### config.mk
export PLATFORM = sky130hd
export DESIGN_NAME = spi_bus_arbiter
export DESIGN_NICKNAME = d
export VERILOG_FILES = /design/src/rtl/spi_bus_arbiter.sv
export SDC_FILE = /design/constraint.sdc
export NUM_CORES = 1
export LEC_CHECK = 0
export BUFFER_PORTS_ARGS = -buffer_cell sky130_fd_sc_hd__buf_2
export CAP_MARGIN = 0
export CORE_AREA = 2 2 88 90
export CTS_BUF_LIST = sky130_fd_sc_hd__clkbuf_8
export DETAILED_ROUTE_END_ITERATION = 10
export DIE_AREA = 0 0 90 92
export SETUP_SLACK_MARGIN = 0.15
export SLEW_MARGIN = 10
export SYNTH_ARGS = -nofsm -noshare
export SYNTH_HDL_FRONTEND = slang
export SYNTH_SLANG_ARGS = --single-unit
### constraint.sdc
create_clock -name clk_i -period 3.2 [get_ports clk_i]
set_input_delay 0 -clock clk_i [delete_from_list [all_inputs] [get_ports clk_i]]
set_output_delay 0 -clock clk_i [all_outputs]
set_load 0.05 [all_outputs]
### src/rtl/spi_bus_arbiter.sv
// spi_bus_arbiter: shares the SPI master Wishbone slave port between m0 (CPU) and m1 (SD/boot DMA).
// Latency: grant one cycle after cyc; address/data/ack paths are combinational while granted.
// Backpressure: the non-owner gets no ack and stalls with cyc held; a chip-select lock pins the grant.
// Optional: define SPI_ARB_TIMEOUT_EN to force-release a lock left idle for TIMEOUT cycles.
module spi_bus_arbiter #(
  parameter int unsigned TIMEOUT = 1000000,
  parameter int unsigned TCW     = 32
) (
  input  logic        clk_i,
  input  logic        rst_i,
  input  logic        m0_cyc_i,
  input  logic        m0_stb_i,
  input  logic        m0_we_i,
  input  logic        m0_adr_i,
  input  logic [3:0]  m0_sel_i,
  input  logic [31:0] m0_dat_i,
  output logic [31:0] m0_dat_o,
  output logic        m0_ack_o,
  input  logic        m1_cyc_i,
  input  logic        m1_stb_i,
  input  logic        m1_we_i,
  input  logic        m1_adr_i,
  input  logic [3:0]  m1_sel_i,
  input  logic [31:0] m1_dat_i,
  output logic [31:0] m1_dat_o,
  output logic        m1_ack_o,
  output logic        s_cyc_o,
  output logic        s_stb_o,
  output logic        s_we_o,
  output logic        s_adr_o,
  output logic [3:0]  s_sel_o,
  output logic [31:0] s_dat_o,
  input  logic [31:0] s_dat_i,
  input  logic        s_ack_i,
  output logic [1:0]  grant_o,
  output logic        locked_o,
  output logic        timeout_o
);

`ifdef SPI_ARB_TIMEOUT_EN
  typedef enum logic [1:0] {IDLE = 2'd0, GNT0 = 2'd1, GNT1 = 2'd2, FORCE = 2'd3} state_e;
`else
  typedef enum logic [1:0] {IDLE = 2'd0, GNT0 = 2'd1, GNT1 = 2'd2} state_e;
`endif

  state_e state_q, state_d;
  logic   last_q, last_d;      // 1: m1 was the last owner, so m0 wins the next tie
  logic   locked_q, locked_d;
  logic   in_gnt;
  logic   own_cyc;
  logic   own_ack;
  logic   cs_wr;

  assign in_gnt  = (state_q == GNT0) || (state_q == GNT1);
  assign own_cyc = (state_q == GNT1) ? m1_cyc_i : m0_cyc_i;
  assign own_ack = in_gnt && s_ack_i;
  // A completed write to the selects byte decides the chip-select lock.
  assign cs_wr   = own_ack && s_we_o && s_adr_o && s_sel_o[3];

`ifdef SPI_ARB_TIMEOUT_EN
  logic [TCW-1:0] cnt_q, cnt_d;
  logic           timeout_q, timeout_d;
  logic           cnt_hit;

  assign cnt_hit   = (cnt_q == TCW'(TIMEOUT - 1));
  assign timeout_o = timeout_q;

  // Idle-lock timer: counts only while a locked owner holds cyc low.
  always_comb begin
    cnt_d = cnt_q;
    if (!locked_q || !in_gnt || own_ack) begin
      cnt_d = '0;
    end else if (!own_cyc) begin
      cnt_d = cnt_q + TCW'(1);
    end
  end

  // Timer and release-pulse registers.
  always_ff @(posedge clk_i or posedge rst_i) begin
    if (rst_i) begin
      cnt_q     <= '0;
      timeout_q <= 1'b0;
    end else begin
      cnt_q     <= cnt_d;
      timeout_q <= timeout_d;
    end
  end
`else
  // No forced release in this build; the lock lasts until the owner frees it.
  localparam bit TimeoutCfg = (TIMEOUT > 0) && (TCW > 0);
  assign timeout_o = 1'b0 && TimeoutCfg;
`endif

  // Slave-side mux: the owner drives the SPI master; the non-owner sees no ack.
  always_comb begin
    s_cyc_o  = 1'b0;
    s_stb_o  = 1'b0;
    s_we_o   = 1'b0;
    s_adr_o  = 1'b0;
    s_sel_o  = 4'h0;
    s_dat_o  = 32'h0;
    m0_ack_o = 1'b0;
    m1_ack_o = 1'b0;
    case (state_q)
      GNT0: begin
        s_cyc_o  = m0_cyc_i;
        s_stb_o  = m0_stb_i;
        s_we_o   = m0_we_i;
        s_adr_o  = m0_adr_i;
        s_sel_o  = m0_sel_i;
        s_dat_o  = m0_dat_i;
        m0_ack_o = s_ack_i;
      end
      GNT1: begin
        s_cyc_o  = m1_cyc_i;
        s_stb_o  = m1_stb_i;
        s_we_o   = m1_we_i;
        s_adr_o  = m1_adr_i;
        s_sel_o  = m1_sel_i;
        s_dat_o  = m1_dat_i;
        m1_ack_o = s_ack_i;
      end
`ifdef SPI_ARB_TIMEOUT_EN
      FORCE: begin
        // Arbiter-owned write deasserting every chip select.
        s_cyc_o = 1'b1;
        s_stb_o = 1'b1;
        s_we_o  = 1'b1;
        s_adr_o = 1'b1;
        s_sel_o = 4'b1000;
        s_dat_o = 32'hff00_0000;
      end
`endif
      default: ;
    endcase
  end

  // Read data is broadcast; each requester qualifies it with its own ack.
  assign m0_dat_o = s_ack_i ? s_dat_i : 32'h0;
  assign m1_dat_o = s_ack_i ? s_dat_i : 32'h0;

  // One-hot owner indication; during a forced release the old owner still holds the lock.
  always_comb begin
    grant_o = 2'b00;
    case (state_q)
      GNT0:    grant_o = 2'b01;
      GNT1:    grant_o = 2'b10;
`ifdef SPI_ARB_TIMEOUT_EN
      FORCE:   grant_o = last_q ? 2'b10 : 2'b01;
`endif
      default: grant_o = 2'b00;
    endcase
  end

  assign locked_o = locked_q;

  // Next state: round-robin grant from IDLE, hold while cyc or lock, release to IDLE.
  always_comb begin
    state_d  = state_q;
    last_d   = last_q;
    locked_d = locked_q;
`ifdef SPI_ARB_TIMEOUT_EN
    timeout_d = 1'b0;
`endif
    if (cs_wr) begin
      locked_d = (s_dat_o[31:24] != 8'hff);
    end
    case (state_q)
      IDLE: begin
        if (m0_cyc_i && m1_cyc_i) begin
          state_d = last_q ? GNT0 : GNT1;
        end else if (m0_cyc_i) begin
          state_d = GNT0;
        end else if (m1_cyc_i) begin
          state_d = GNT1;
        end
      end
      GNT0, GNT1: begin
        if (!own_cyc && !locked_d) begin
          state_d = IDLE;
          last_d  = (state_q == GNT1);
        end
`ifdef SPI_ARB_TIMEOUT_EN
        else if (!own_cyc && cnt_hit) begin
          state_d = FORCE;
          last_d  = (state_q == GNT1);
        end
`endif
      end
`ifdef SPI_ARB_TIMEOUT_EN
      FORCE: begin
        if (s_ack_i) begin
          state_d   = IDLE;
          locked_d  = 1'b0;
          timeout_d = 1'b1;
        end
      end
`endif
      default: state_d = IDLE;
    endcase
  end

  // State, owner pointer and lock registers.
  always_ff @(posedge clk_i or posedge rst_i) begin
    if (rst_i) begin
      state_q  <= IDLE;
      last_q   <= 1'b1;
      locked_q <= 1'b0;
    end else begin
      state_q  <= state_d;
      last_q   <= last_d;
      locked_q <= locked_d;
    end
  end

endmodule
==> results.toml, run 1 <==
[synth]
synth_edf_count = 0
synth_top_flop_cell = "sky130_fd_sc_hd__dfrtp_1"
synth.yosys.seq_area_share = 0.0636
synth_async_sr_flop_share = 1.00
synth_area_leaders = "sky130_fd_sc_hd__a22oi_1 16%, sky130_fd_sc_hd__buf_4 16%, sky130_fd_sc_hd__and2_1 14%"
syn_area_um2 = 1590
yosysTopAreaCell = "sky130_fd_sc_hd__a22oi_1"
synth_top_area_share = 0.156
syn_warnings = 0
post_syn_area_per_cell_um2 = 7.08
synth_nets = 345
synth.distinct_cells = 38
yosys_register_bits = 4
postSynthCellCount = 225

[finish]
nFillCells = 835
layout.cell_area.non_filler_um2 = 2590
drive_above_1_share = 0.589
final-instance-count-excl-fill = 508
postLayoutCoreUtil = 0.348
nNetsFinal = 527
syn2layout_area_growth_pct = 62.6
antenna-diode-count = 0

[cts]
clkTransAtPathRegs_ns = 0.04
htree_num_levels = 1
cts.sink_count = 4
cts.hold.buffers_added = 1
clock_tree_from_tritoncts = "built"
insertion_delay_ns = 0.22
max-clock-path-buffers = 2
post-cts-setup-buffer-count = 0
numCtsBuffers = 3
root_buffer = "sky130_fd_sc_hd__clkbuf_8"
cts-resized-gates = 0

[sta]
max_slew_margin = 0.578
report.final.hold_viol_count = 0
period_minus_slack_ns = 2.35
timing.final.crit_share = 0.734
worst_pin_slew_ns = 0.634
finalSetupViolations = 0
max_clock_freq_mhz = 426
rsz0062_at_grt = "no"
clock_skew_ns = 0.00395
setup-tns-final_ns = 0
final-max-slew-violation-count = 0

[routing]
route.antenna.remaining_nets = 0
wl_um = 6730
number_of_iterations_in_the_first_detailed_routing_pass = 4
via_per_inst = 4.57
detail_route.iter0.violations = 69
drt_drc_violations_left = 0
vias_after_detailed_routing = 2320
avgRoutedWirePerCell_um = 13.3

[floorplanning]
fp.coreArea_um2 = 7450
die_x_um = 90
num_rows = 32
initial_utilization = 0.214
die_y_um = 92
ios = 225
die_area_um2 = 8280

[grt]
global_route_wire_length_before_repair_um = 10000
globalRouteTotalUtil = 0.143
vias_in_the_first_global_route = 2065
antenna_found_initial = 0
grt-ovfl-total = 0
grt_start_max_net_pins = 40

[critical_path]
worstSetupEndpointType = "flip-flop"
worst-setup-path-type = "reg -> reg"
required_ns = 3.28
critical_path.startpoint_type = "flip-flop"
cp.arrival_ns = 2.43
timing.critical_path.fanout_max = 32
reg2reg_setup_slack_ns = 0.85

[place]
place.gp.congestion = 0.805
place_area_um2 = 2530
numPlacedInstances = 503
io_buffers = 223
dp_hpwl_um = 5730

[pwr]
irDropWorstVdd_mv = 0.334
post-layout-total-power_uw = 1980
powerDensity_nw_per_um2 = 765
p_leak_uw = 0.00145

[job]
maxCapViolations = 0

[worst_hold_path]
worstHoldPathType = "in -> reg"

[run_status]
run_status = "complete, no violations"
[final cells by class]
type / instances / area, µm² / share of cell area
Timing Repair Buffer: 228 / 1160 / 0.446
Multi-Input combinational cell: 166 / 1140 / 0.442
Tap cell: 102 / 128 / 0.0493
Sequential cell: 4 / 101 / 0.0391
Clock buffer: 3 / 41.3 / 0.0159
Inverter: 4 / 15.0 / 0.00580
Clock inverter: 1 / 3.75 / 0.00145
[registers in the layout (all words and copies together), names as in the netlist]
name      flops
locked_o      1
last_q        1
state_q       2
[stage by stage]
stage          worst slack, ns  hold WS, ns
6_report                 0.851        0.114
5_1_grt                  0.629        0.119
4_1_cts                  0.837        0.110
3_5_place_dp             0.859       -0.104
3_3_place_gp             0.962       -0.107
2_1_floorplan            0.775       -0.235
[metal layers]
layer  wire length [µm]  up-vias  track usage  share of wire
met4                 32        0       0.0244         0.0048
met1               2780     1060        0.184           0.41
met5                  0        -            0              0
met2               3380      137        0.256           0.50
li1                   -     1119            -              -
met3                543        4       0.0222          0.081
[critical path, cell delays in order, from the launching register on]
cell and delay, ns:
sky130_fd_sc_hd__dfrtp_1 0.38, sky130_fd_sc_hd__inv_1 0.14, sky130_fd_sc_hd__ha_2 0.62, sky130_fd_sc_hd__a22o_1 0.25, sky130_fd_sc_hd__nand4_1 0.14, sky130_fd_sc_hd__or2_1 0.30, sky130_fd_sc_hd__o21ai_2 0.21, sky130_fd_sc_hd__o211ai_1 0.15
[synthesized netlist by cell type (all sizes together) (2+ instances only)]
cell / n
o21ai: 2
ha: 5
dfrtp: 3
nand3b: 2
nor2b: 35
a21boi: 3
nor2: 6
and2: 36
inv: 4
a31oi: 2
nand4: 5
a22oi: 34
buf: 44
nand2: 8
nor3b: 2
a22o: 3
a21oi: 4
o211ai: 6
clkbuf: 7
nand3: 3
[layout by cell type, fill, tap and decap left out, drive strengths merged, types with 2 or more instances in the layout]
cell type,netlist,layout
nand2,8,8
a21boi,3,3
buf,44,227
inv,4,5
nor2,6,6
a21oi,4,4
a31oi,2,2
a22oi,34,34
ha,5,5
nor2b,35,35
o211ai,6,6
and2,36,36
clkbuf,7,3
dfrtp,3,3
nand3b,2,2
a22o,3,3
o21ai,2,2
nand3,3,3
nand4,5,5
nor3b,2,2
[final timing paths]
path,start,to,cells past startpoint
max in group asynchronous,rst_i,last_q,3
max,state_q[1],state_q[0],7
min,m0_cyc_i,state_q[1],2
max reg2reg,state_q[1],state_q[0],7
min in group asynchronous,rst_i,state_q[1],3
min reg2reg,last_q,last_q,1
[power breakdown]
part	total, µW	switching, µW	internal, µW	leakage [µW]
clock network	111	28.9	82.0	0.0000269
registers	86.9	14.1	72.9	0.0000501
logic	1780	1260	526	0.00138
[cells by family (layout without fill, tap and decap cells)]
group,Yosys count,after routing,synth area share
buffers and inverters,55,236,0.219
AND/OR/NAND/NOR,101,101,0.382
adder cells (fa/ha/maj),5,5,0.0393
AO/OA/AOI/OAI,58,58,0.287
other,1,1,0.00235
multiplexers,1,1,0.00707
flip-flops,4,4,0.0636
No activity file was read; power rests on OpenSTA's default activity.
==> inputs of run 2 (changes only) <==
clock period = 2.3 ns   (was 3.2 ns; I/O delays follow)
==> run 2 against run 1 <==
Count of clock-buffer cells in the layout stayed put. Critical endpoint is now s_dat_o[3]. Register-to-register slack got worse by 0.52 ns. Core utilization is 2.7 points higher. Sequential share of layout area is 0.28 points lower. Sequential cell count unchanged. Total power grew 55%. Final cell count up 3.3%. Largest cell class unchanged. First-iteration DRC count up 5.8%. Combinational power increased by 56%. Critical path depth up 1.
==> results.toml, run 2 (synthesized netlist as in run 1, its figures left out) <==
[floorplanning]
die_x_um = 90
die_y_um = 92
fp.coreArea_um2 = 7450
num_rows = 32
ios = 225
die_area_um2 = 8280
initial_utilization = 0.214

[place]
io_buffers = 223
dp_hpwl_um = 6020
place.gp.congestion = 0.833
place_area_um2 = 2630

[cts]
insertion_delay_ns = 0.23
root_buffer = "sky130_fd_sc_hd__clkbuf_8"
clkTransAtPathRegs_ns = 0.03
numCtsBuffers = 3
clock_tree_from_tritoncts = "built"
max-clock-path-buffers = 2
cts.sink_count = 4
htree_num_levels = 1

[grt]
grt-ovfl-total = 0
vias_in_the_first_global_route = 2166
global_route_wire_length_before_repair_um = 10700
grt_start_max_net_pins = 35
antenna_found_initial = 2
globalRouteTotalUtil = 0.157

[pwr]
powerDensity_nw_per_um2 = 1100
p_leak_uw = 0.00155
irDropWorstVdd_mv = 0.369

[sta]
report.final.hold_viol_count = 0
final-max-slew-violation-count = 0
setup-tns-final_ns = 0
clock_skew_ns = 0.00473
max_clock_freq_mhz = 501
finalSetupViolations = 0
timing.final.crit_share = 0.869
period_minus_slack_ns = 2.00
rsz0062_at_grt = "no"

[job]
maxCapViolations = 0

[routing]
topRoutingLayerUsed = "met4"
number_of_iterations_in_the_first_detailed_routing_pass = 4
drt_drc_violations_left = 0
via_per_inst = 4.55
wl_met3_um = 622
detail_route.iter0.violations = 73
vias_after_detailed_routing = 2387
avgRoutedWirePerCell_um = 13.9
met1Wirelength_um = 2780
wl_um = 7300
route.antenna.remaining_nets = 0
met2WireLength_um = 3730

[critical_path]
cp.arrival_ns = 2.00
worst-setup-path-type = "reg -> out"
timing.reg2reg.worst_path_depth = 7
required_ns = 2.30
timing.critical_path.fanout_max = 15
critical_path.startpoint_type = "flip-flop"
slowest_delay_ns = 0.42
timing.critical_path.cells = "inv_2 -> ha_4 -> buf_2 -> buf_4 -> buf_4 -> a22oi_1 -> nor2b_2 -> buf_2"
worstSetupEndpointType = "primary output"
critPathTopFamily = "buffers and inverters"
critical_path.slowest_cell = "sky130_fd_sc_hd__dfrtp_1"
buf_inv_on_cp = 5
cp_num_cells = 8

[finish]
layout.cells.most_common_list = "224 x sky130_fd_sc_hd__buf_2, 36 x sky130_fd_sc_hd__and2_1, 33 x sky130_fd_sc_hd__a22oi_1, 20 x sky130_fd_sc_hd__nor2b_2, 18 x sky130_fd_sc_hd__buf_4"
layout.cell_area.non_filler_um2 = 2790
multi_input_area_um2 = 1230
seqCellArea_um2 = 101
nNetsFinal = 542
drive_above_1_share = 0.660
max_flop_register = "state_q"
final_common_cell = "sky130_fd_sc_hd__buf_2"
largest_register_ffs = 2
nFillCells = 813
syn2layout_area_growth_pct = 75.2

[worst_hold_path]
hold_path_depth = 3
worstHoldPathType = "in -> reg"

[run_status]
run_status = "complete, no violations"
-- run 2: cell count changes in the layout (fill, tap and decap cells not counted) --
cell / change
sky130_fd_sc_hd__ha_4: +3
sky130_fd_sc_hd__nor2b_2: +20
sky130_fd_sc_hd__ha_1: -2
sky130_fd_sc_hd__diode_2: +2
sky130_fd_sc_hd__inv_1: -2
sky130_fd_sc_hd__inv_2: +2
sky130_fd_sc_hd__buf_4: +14
sky130_fd_sc_hd__nor2b_1: -20
sky130_fd_sc_hd__a21boi_1: +3
sky130_fd_sc_hd__buf_2: +1
sky130_fd_sc_hd__ha_2: -1
sky130_fd_sc_hd__a21boi_0: -3
-- run 2: worst register-to-register path, cell delays in order (launching register included) --
cell                       delay [ns]
sky130_fd_sc_hd__dfrtp_1         0.43
sky130_fd_sc_hd__inv_2           0.16
sky130_fd_sc_hd__ha_4            0.23
sky130_fd_sc_hd__a22o_1          0.19
sky130_fd_sc_hd__nand4_1         0.17
sky130_fd_sc_hd__or2_1           0.31
sky130_fd_sc_hd__o21ai_2         0.22
sky130_fd_sc_hd__o211ai_1        0.14
-- run 2: path summary, 6_finish.rpt --
path	startpoint	slack, ns	endpoint
worst max-delay path	state_q[1]	0.30	s_dat_o[3]
worst min-delay path	m1_cyc_i	0.14	last_q
worst max register to register	state_q[0]	0.33	state_q[0]
worst min register to register	last_q	0.49	last_q
max in group asynchronous	rst_i	1.84	last_q
min in group asynchronous	rst_i	0.21	state_q[0]
-- run 2: power breakdown --
part           internal [µW]  switching (µW)
clock                    115            45.7
sequential               101            29.5
combinational            949            1830
total                   1160            1910
-- run 2: cell type report --
type,instances,share of cell area
Antenna cell,2,0.00179
Timing Repair Buffer,243,0.454
Clock buffer,3,0.0148
Sequential cell,4,0.0363
Multi-Input combinational cell,166,0.441
Clock inverter,1,0.00135
Inverter,4,0.00538
Tap cell,102,0.0457
-- run 2: per-layer routing --
metal  up-vias  global-route usage
li1       1148                   -
met1      1088               0.179
met5         -                   0
met4         0              0.0641
met2       140               0.283
met3        11              0.0345
-- run 2: timing repair --
| item | CTS | global route |
|---|---|---|
| pin swaps | 0 | 1 |
| hold endpoints to repair | 4 | 0 |
| endpoints found under the setup margin | 2 | 34 |
| setup buffers | 0 | 10 |
| hold buffers | 1 | 0 |
| gates resized for setup | 2 | 4 |
-- run 2: through the flow --
| stage | power [µW] | cells | worst slack, ns | hold WS, ns | util |
|---|---|---|---|---|---|
| final | 3070 | 525 | 0.302 | 0.143 | 0.375 |
| after global routing | 3270 | 523 | 0.146 | 0.166 | 0.374 |
| after CTS | 2930 | 513 | 0.152 | 0.136 | 0.363 |
| after detailed placement | 2730 | 508 | 0.0968 | -0.0919 | 0.352 |
| after global placement | 2710 | 508 | 0.187 | -0.0999 | 0.352 |
| after floorplan | 2190 | 225 | 0.153 | -0.235 | - |
